### src/rtl/mips_mem_arbiter.sv
// Purpose: shares one unified memory between the multicycle MIPS core and a host loader/debug port, with host-driven core halt.
// Latency: grant, memory mux and CPU read data are combinational; host read data returns one cycle after its grant.
// Backpressure: a losing CPU sees cpu_stall and must hold its request; the host holds its request until host_gnt.
// Build option: define MEM_ARB_FAIRNESS_EN for host-priority arbitration bounded by HOST_MAX_BURST (default: strict CPU priority).
module mips_mem_arbiter #(
    parameter int AW             = 32,
    parameter int DW             = 32,
    parameter int HOST_MAX_BURST = 4
) (
    input  logic          clk,
    input  logic          reset,
    input  logic          cpu_req,
    input  logic          cpu_we,
    input  logic [AW-1:0] cpu_adr,
    input  logic [DW-1:0] cpu_wdata,
    output logic [DW-1:0] cpu_rdata,
    output logic          cpu_stall,
    output logic          cpu_halted,
    input  logic          host_req,
    input  logic          host_we,
    input  logic [AW-1:0] host_adr,
    input  logic [DW-1:0] host_wdata,
    input  logic          host_halt,
    output logic          host_gnt,
    output logic          host_rvalid,
    output logic [DW-1:0] host_rdata,
    output logic [AW-1:0] mem_adr,
    output logic [DW-1:0] mem_wdata,
    output logic          mem_we,
    input  logic [DW-1:0] mem_rdata
);

    logic halt_q;
    logic cpu_gnt;
    // High when the host should win a cycle in which both sides request.
    logic host_first;

`ifdef MEM_ARB_FAIRNESS_EN
    localparam logic [3:0] BURST_LIMIT = 4'(HOST_MAX_BURST);

    // Consecutive host grants taken while the CPU was kept waiting.
    logic [3:0] burst_cnt;

    assign host_first = (burst_cnt != BURST_LIMIT);

    // Count host wins against a waiting CPU; any CPU grant, idle CPU or halt restarts the window.
    always_ff @(posedge clk) begin
        if (!reset) begin
            burst_cnt <= 4'd0;
        end else if (halt_q || !cpu_req || cpu_gnt) begin
            burst_cnt <= 4'd0;
        end else if (host_gnt && (burst_cnt != BURST_LIMIT)) begin
            burst_cnt <= burst_cnt + 4'd1;
        end
    end
`else
    // The burst limit has no meaning under strict CPU priority.
    localparam int unused_host_max_burst = HOST_MAX_BURST;

    assign host_first = 1'b0;
`endif

    // Decide the memory owner for this cycle; a halted core is never granted.
    always_comb begin
        host_gnt = 1'b0;
        cpu_gnt  = 1'b0;
        if (halt_q) begin
            host_gnt = host_req;
        end else if (host_req && cpu_req) begin
            host_gnt = host_first;
            cpu_gnt  = !host_first;
        end else begin
            host_gnt = host_req;
            cpu_gnt  = cpu_req;
        end
    end

    // Route the owner onto the memory port; with no owner, park on the CPU bus with writes off.
    always_comb begin
        mem_adr   = cpu_adr;
        mem_wdata = cpu_wdata;
        mem_we    = 1'b0;
        if (host_gnt) begin
            mem_adr   = host_adr;
            mem_wdata = host_wdata;
            mem_we    = host_we;
        end else if (cpu_gnt) begin
            mem_we    = cpu_we;
        end
    end

    assign cpu_rdata  = mem_rdata;
    assign cpu_stall  = halt_q | (cpu_req & ~cpu_gnt);
    assign cpu_halted = halt_q;

    // Freeze/release the core one cycle after the host changes its halt level.
    always_ff @(posedge clk) begin
        if (!reset) begin
            halt_q <= 1'b0;
        end else begin
            halt_q <= host_halt;
        end
    end

    // Capture read data for a granted host read; valid is a one-cycle pulse, data holds until the next read.
    always_ff @(posedge clk) begin
        if (!reset) begin
            host_rvalid <= 1'b0;
            host_rdata  <= '0;
        end else begin
            host_rvalid <= host_gnt & ~host_we;
            if (host_gnt && !host_we) begin
                host_rdata <= mem_rdata;
            end
        end
    end

endmodule

### config.mk
export PLATFORM = sky130hd
export DESIGN_NAME = mips_mem_arbiter
export DESIGN_NICKNAME = d
export VERILOG_FILES = /design/src/rtl/mips_mem_arbiter.sv
export SDC_FILE = /design/constraint.sdc
export NUM_CORES = 1
export LEC_CHECK = 0
export BUFFER_PORTS_ARGS = -buffer_cell sky130_fd_sc_hd__buf_4
export CELL_PAD_IN_SITES_DETAIL_PLACEMENT = 0
export CELL_PAD_IN_SITES_GLOBAL_PLACEMENT = 1
export CORE_AREA = 2 2 116 118
export DETAILED_ROUTE_END_ITERATION = 8
export DIE_AREA = 0 0 118 120
export HOLD_SLACK_MARGIN = 0.1
export PLACE_DENSITY_LB_ADDON = 0.1
export REMOVE_ABC_BUFFERS = 1
export SLEW_MARGIN = 20
export SYNTH_ARGS = -nofsm -noshare
export SYNTH_HDL_FRONTEND = slang
export SYNTH_SLANG_ARGS = --single-unit
### constraint.sdc
create_clock -name clk -period 1.6 [get_ports clk]
set_clock_uncertainty 0.05 [all_clocks]
set_input_delay 0.16 -clock clk [delete_from_list [all_inputs] [get_ports clk]]
set_output_delay 0.16 -clock clk [all_outputs]
set_load 0.05 [all_outputs]
Word level (Yosys, flattened, before mapping)
Index checks and enable logic that the tools add are counted.
{"block": "totals", "regBits": 34, "output_inout_bits": 133, "elab_cells": 19}
{"block": "op_classes", "muxes": 8, "bitwise_logic": 5, "n_reduce_logical": 3}
{"op": "two-way mux 32 bit", "count": 2}
{"op": "two-way mux 1 bit", "count": 6}
{"op": "AND 1 bit", "count": 2}
{"op": "logical AND 1 bit", "count": 2}
{"op": "inverter 1 bit", "count": 2}
{"op": "logical NOT 1 bit", "count": 1}
{"op": "OR 1 bit", "count": 1}

Longest topological paths before layout
Gate-level depths: netlist of run 1.
{"block": "logic_depth", "depth_word": 6, "depth_mapped": 5, "depth_no_buf": 3}

Worst setup path after synthesis of run 1
Ideal clock, no wire load.
{"block": "synth_timing", "path_kind": "register -> output", "startpoint": "reg halt_q (netlist: cpu_halted)", "endpoint": "out mem_we", "arrival_time_ns": 1.875, "slack_ns": -0.485, "stages_incl_launch_ff": 3, "cell_sequence": "dfxtp_1 -> nor2b_4 -> o21ai_0"}
{"block": "synth_via", "elab_chain_cells": 3, "elab_cells_between_ends": 4, "classes_between": "4 x mux"}
{"item": "start, declared", "line": "33", "text": "logic halt_q;"}
{"item": "start signal, assigned", "line": "101", "text": "halt_q <= host_halt;"}
{"item": "two-way mux 1 bit", "line": "67", "text": "if (halt_q) begin"}
{"item": "two-way mux 1 bit", "line": "87", "text": "end else if (cpu_gnt) begin"}
{"item": "two-way mux 1 bit *", "line": "83", "text": "if (host_gnt) begin"}
{"item": "end, declared", "line": "29", "text": "output logic mem_we,"}
Mark *: on every way between the ends. The rest lies on a longest branch, timed or not.

Final worst setup path of run 1
{"block": "layout_timing", "startpoint": "reg halt_q (netlist: cpu_halted)", "endpoint": "out mem_wdata[21]"}
{"block": "layout_via", "elab_chain_cells": 2}
{"item": "two-way mux 1 bit", "line": "67"}
{"item": "two-way mux 32 bit", "line": "83"}
{"item": "end, declared", "line": "28", "text": "output logic [DW-1:0] mem_wdata,"}
No other way between the ends.

==> results of run 1 <==
==> worst max path at each step <==
stage,start,end,slack (ns),cells after the start
floorplan,cpu_halted$_SDFF_PN0_,host_rdata[0]$_SDFFE_PN0P_,-3.44,3
global placement,cpu_halted$_SDFF_PN0_,mem_wdata[6],0.01,5
detailed placement,cpu_halted$_SDFF_PN0_,mem_adr[31],-0.0003,5
CTS,cpu_halted$_SDFF_PN0_,mem_wdata[21],-0.27,6
global route,cpu_halted$_SDFF_PN0_,mem_adr[25],-0.31,6
finish,cpu_halted$_SDFF_PN0_,mem_wdata[21],-0.25,6
==> worst register-to-register path: stages, from the launching register on <==
cell and delay (ns):
dfxtp_2 0.34, nor2b_4 0.04, buf_4 0.13, nor3b_2 0.23
buf_12 0.28, mux2i_1 0.25
==> repair_timing <==
item                                    CTS  global route
hold endpoints to repair                 18             0
hold buffers                             18             0
buffers inserted                          1             0
cloned                                    2             0
endpoints found under the setup margin   64            65
gates resized for setup                  72            12
==> flip-flops by register name, indices dropped and copies added, names as in the netlist <==
name         count
host_rdata      32
host_rvalid      1
cpu_halted       1
==> cell usage after synthesis, drive strengths merged <==
cell | number | share of area (%)
nand2 | 66 | 9.4
mux2 | 64 | 34
buf | 47 | 16
dfxtp | 34 | 26
mux2i | 32 | 12
clkbuf | 4 | 0.57
and2 | 2 | 0.47
inv | 1 | 0.14
nand2b | 1 | 0.52
nor2b | 1 | 0.52
nor3b | 1 | 0.28
o21ai | 1 | 0.19
==> placed cells by master (no fill, tap or decap), drive strengths merged, types with 2 or more instances in the layout <==
cell / Yosys / final
mux2: 64 / 64
nand2: 66 / 66
and2: 2 / 2
dfxtp: 34 / 34
mux2i: 32 / 32
dlygate4sd3: 0 / 18
buf: 47 / 309
clkinvlp: 0 / 2
clkbuf: 4 / 5
==> per-stage QoR <==
stage | hold WS (ns) | total power [mW] | utilization [%] | setup TNS (ns) | std cells
finish | 0.101 | 4.17 | 42.6 | -13.00 | 715
global route | 0.106 | 4.33 | 42.6 | -16.67 | 714
CTS | 0.100 | 4.21 | 42.2 | -14.00 | 714
detailed placement | 0.342 | 2.88 | 36.9 | -0.000315 | 685
global placement | 0.339 | 2.87 | 36.9 | 0 | 685
floorplan | 0.232 | 1.94 | - | -168.87 | 203
==> cell type report <==
class,count,share of cell area [%]
clock buffer,5,2.26
sequential,34,12.3
inverter,1,0.0679
tap,176,3.98
clock inverter,3,0.815
antenna,1,0.0453
multi-input combinational,168,28.7
timing repair buffer,327,51.8
==> logic make-up after synthesis <==
kind of cell,count (synthesis)
buf+inv,52
compound gates,1
simple gates,71
flops,34
mux,96
==> per-layer routing <==
layer,vias up,part of all wire [%],routed length [um],track usage (%)
met4,0,0.41,51,2.86
li1,1381,-,-,-
met2,154,49,6140,27.6
met5,-,0,0,0
met3,4,9.2,1150,6.65
met1,1297,41,5120,19.9
==> power by group <==
part,total [mW],switching (mW),internal [mW]
Clock,1.11,0.376,0.734
Sequential,0.903,0.0194,0.884
Combinational,2.16,1.20,0.957
==> flow_summary_export.csv, run 1 <==
group,metric,value,unit
outcome,outcome,"finished with violations",
outcome,violations,"negative setup slack",
detailed_routing,vias,2836,
power,peakVddDrop,441,uV
cells_and_area,drive_gt1_share,71.6,%
critical_path,critPathKind,"reg2out",
placement,postPlaceCellArea,4790,um^2
critical_path,r2r-start,"cpu_halted$_SDFF_PN0_",
die,die-area,14200,um^2
detailed_routing,drt.antenna.violating_nets,0,
critical_path,critPathLaunchType,"flip-flop",
cts,cts_htree_levels,2,
min_path,holdPathStages,3,
cells_and_area,fin_area,5530,um^2
synthesis,synth.distinct_cells,18,
detailed_routing,dr.first_iter.drc_count,44,
synthesis,synth_warnings,0,
critical_path,cp_num_buf_inv,3,
sta,slew_viol_final,0,
cells_and_area,seqCellArea,682,um^2
synthesis,ys_seq_area_share,25.8,%
detailed_routing,wirelength,12500,um
cells_and_area,area_growth,109,%
synthesis,synth_mux_area_share,46.4,%
critical_path,rrSetupSlack,0.21,ns
global_route,grt_start_max_net_pins,42,
cts,clk_latency,0.27,ns
synthesis,synth.avg_cell_area,10.4,um^2
critical_path,cp_cell_sequence,"nor2b_4 > nand2b_4 > buf_12 > buf_16 > mux2_4 > buf_6",
synthesis,postSynthCellCount,254,
critical_path,ff2ff_path_depth,5,
synthesis,yosys_register_bits,34,
job,drv_cap,0,
cells_and_area,fillers,1283,
cts,numCtsBuffers,5,
placement,io_buffers,299,
synthesis,synth_xor_area_share,0,%
placement,pre_cts_ws,-0.000315,ns
sta,rsz0062_at_grt,"true",
synthesis,synth-adder-area-share,0,%
sta,post-route-period-util,116,%
min_path,hold_start,"mem_rdata[1]",
global_route,grt_pass1_vias,2886,
min_path,whs_endpoint,"host_rdata[1]$_SDFFE_PN0P_",
min_path,hp-class,"in2reg",
die,coreArea,13000,um^2
synthesis,synth-compound-area-share,0.189,%
critical_path,crit_path_top_delay_cell,"dfxtp_2",
critical_path,r2r-end,"host_rdata[27]$_SDFFE_PN0P_",
critical_path,critPathRequiredTime,1.39,ns
global_route,grt_pass1_wl,17700,um
detailed_routing,drc,0,
power,p_leak,2.86,nW
detailed_routing,drtPass1Iterations,4,
sta,fin_crit,1.85,ns
critical_path,crit_path_end_kind,"output port",
cts,numClockSinks,34,
synthesis,synth.cell_area,2640,um^2
placement,place.gp.congestion,0.788,
die,rows,42,
sta,fin_ws,-0.251,ns
sta,setup_viol,64,
critical_path,worst_ep_arrival_time,1.64,ns
sta,slew_headroom,82.2,%
cts,cts.path.max_buffers,2,
synthesis,synth_top_family_by_area,"multiplexers",
cts,cts_tree,"done",
synthesis,synth-simple-area-share,11.2,%
die,ios,300,
critical_path,path_delay_family,"buffers and inverters",
detailed_routing,via_per_inst,3.97,
global_route,grt_antenna_before_repair,0,
critical_path,cp_slowest_stage_delay,0.33,ns
cts,cts_root_buf,"clkbuf_16",
sta,fmax,540,MHz
cts,clk_pin_slew_worst_paths,0.05,ns
placement,dp_hpwl,9800,um
sta,tightest_slew,0.267,ns
cells_and_area,multiInputGateArea,1590,um^2
die,start_util,20.3,%
detailed_routing,wl_per_cell,17.4,um
sta,hold_viol_final,0,
power,powerDensity,754,nW/um^2
die,fp.dieH,120,um
critical_path,critPathMaxFanout,7,
global_route,overflow,0,
die,die_w,118,um
cells_and_area,nNetsFinal,704,
global_route,grt_usage,16.4,%
No activity file was read; power rests on OpenSTA's default activity.
==> run 2: changes to the inputs <==
--- a/config.mk
+++ b/config.mk
@@ -12,7 +12,7 @@
 export DETAILED_ROUTE_END_ITERATION = 8
 export DIE_AREA = 0 0 118 120
 export HOLD_SLACK_MARGIN = 0.1
-export PLACE_DENSITY_LB_ADDON = 0.1
+export PLACE_DENSITY = 0.87
 export REMOVE_ABC_BUFFERS = 1
 export SLEW_MARGIN = 20
 export SYNTH_ARGS = -nofsm -noshare
==> flow_summary_export.csv, run 2 (synthesis results as in run 1) <==
group,metric,value,unit
critical_path,worst_ep_arrival_time,1.66,ns
detailed_routing,wirelength,11800,um
cts,cts_htree_levels,2,
die,coreArea,13000,um^2
critical_path,critPathMaxFanout,33,
cts,clk_latency,0.27,ns
die,ios,300,
outcome,outcome,"finished with violations",
sta,tightest_slew,0.263,ns
cells_and_area,final_common_cell,"buf_4",
global_route,grt_start_max_net_pins,42,
min_path,hp-class,"in2reg",
job,drv_cap,0,
cts,numCtsBuffers,5,
detailed_routing,drt.antenna.violating_nets,0,
cells_and_area,largest_register_ff_count,32,
cells_and_area,largest-register,"host_rdata",
sta,fin_crit,1.87,ns
global_route,overflow,0,
die,rows,42,
placement,io_buffers,299,
placement,place.gp.congestion,0.879,
cells_and_area,final_cell_mix,"buf_4 (238), nand2_1 (66), buf_6 (64), mux2_4 (50), dfxtp_1 (33)",
die,die_w,118,um
global_route,grt_usage,15.5,%
die,fp.dieH,120,um
cells_and_area,area_growth,109,%
cts,numClockSinks,34,
detailed_routing,wl_per_cell,16.5,um
detailed_routing,drc,0,
placement,pre_cts_ws,-0.0106,ns
global_route,grt_pass1_vias,3022,
global_route,grt_antenna_before_repair,0,
cts,clk_pin_slew_worst_paths,0.05,ns
detailed_routing,vias,2924,
cells_and_area,utilization,42.5,%
power,powerDensity,727,nW/um^2
global_route,grt_pass1_wl,16900,um
sta,fmax,535,MHz
detailed_routing,via_per_inst,4.06,
critical_path,critPathRequiredTime,1.39,ns
detailed_routing,dr.first_iter.drc_count,133,
cells_and_area,fillers,1227,
power,peakVddDrop,495,uV
cts,cts_tree,"done",
cells_and_area,drive_gt1_share,71.0,%
critical_path,crit_path_end_kind,"output port",
power,p_leak,2.82,nW
power,p_total,4.01,mW
outcome,violations,"negative setup slack",
sta,rsz0062_at_grt,"true",
cells_and_area,nNetsFinal,710,
die,start_util,20.3,%
sta,fin_ws,-0.268,ns
sta,slew_viol_final,0,
placement,dp_hpwl,8980,um
cts,cts.path.max_buffers,2,
detailed_routing,drtPass1Iterations,4,
cts,cts_root_buf,"clkbuf_16",
sta,hold_viol_final,0,
critical_path,critPathKind,"reg2out",
sta,setup_viol,64,
die,die-area,14200,um^2
sta,slew_headroom,82.4,%
cells_and_area,antenna_cells,0,
critical_path,critPathLaunchType,"flip-flop",
sta,post-route-period-util,117,%
## run 2: cell count changes in the layout (fill, tap and decap cells not counted), moves of 2 or more
| cell | change |
|---|---|
| clkbuf_16 | +2 |
| mux2_4 | -14 |
| clkinvlp_4 | -2 |
| buf_4 | +2 |
| dlygate4sd3_1 | +4 |
| buf_12 | -2 |
| mux2_2 | +14 |
## run 2: repair_timing
| item | CTS | global route |
|---|---|---|
| endpoints found under the hold margin | 22 | 0 |
| resized for setup | 66 | 7 |
| hold buffers | 22 | 0 |
| pin swaps | 0 | 0 |
| cloned | 0 | 3 |
| endpoints found under the setup margin | 66 | 65 |
| buffers inserted | 0 | 3 |
## run 2: cell type report
cell class | count | area [um^2] | share of cell area [%]
Multi-Input combinational cell | 168 | 1530 | 27.8
Clock buffer | 7 | 143 | 2.59
Inverter | 1 | 3.75 | 0.0681
Tap cell | 176 | 220 | 3.99
Timing Repair Buffer | 333 | 2930 | 53.1
Clock inverter | 1 | 5.00 | 0.0907
Sequential cell | 34 | 682 | 12.4
## run 2: per-layer routing
metal	global-route usage, %	part of all wire (%)	vias to the layer above
met5	0	0	-
met4	5.20	2.2	0
met3	5.37	8.7	17
met2	27.7	52	168
met1	17.0	38	1347
li1	-	-	1392
## run 2: stage by stage
step,TNS (ns),instances,hold WS [ns],cell area (um^2)
3_3_place_gp,0,684,0.331,4770
3_5_place_dp,-0.0283,684,0.331,4770
6_report,-14.75,720,0.108,5520
4_1_cts,-15.27,714,0.100,5380
2_1_floorplan,-168.87,203,0.232,2210
5_1_grt,-17.78,720,0.108,5520
## run 2: where the power goes
group / internal, mW / switching (mW)
Sequential: 0.885 / 0.0204
Combinational: 0.952 / 1.20
Clock: 0.616 / 0.337
## run 2: final timing paths
kind	from	end	slack, ns	cells after the start
worst max-delay path	cpu_halted$_SDFF_PN0_	mem_adr[29]	-0.27	5
worst max register to register	cpu_halted$_SDFF_PN0_	host_rdata[24]$_SDFFE_PN0P_	0.08	6
worst min register to register	host_rdata[7]$_SDFFE_PN0P_	host_rdata[7]$_SDFFE_PN0P_	0.40	2
worst min-delay path	mem_rdata[6]	host_rdata[6]$_SDFFE_PN0P_	0.11	3
## run 2: critical path: stages (launching register included)
cell	delay, ns
dfxtp_2	0.33
nor2b_4	0.10
nand2b_4	0.17
buf_16	0.23
mux2_2	0.38
buf_6	0.16
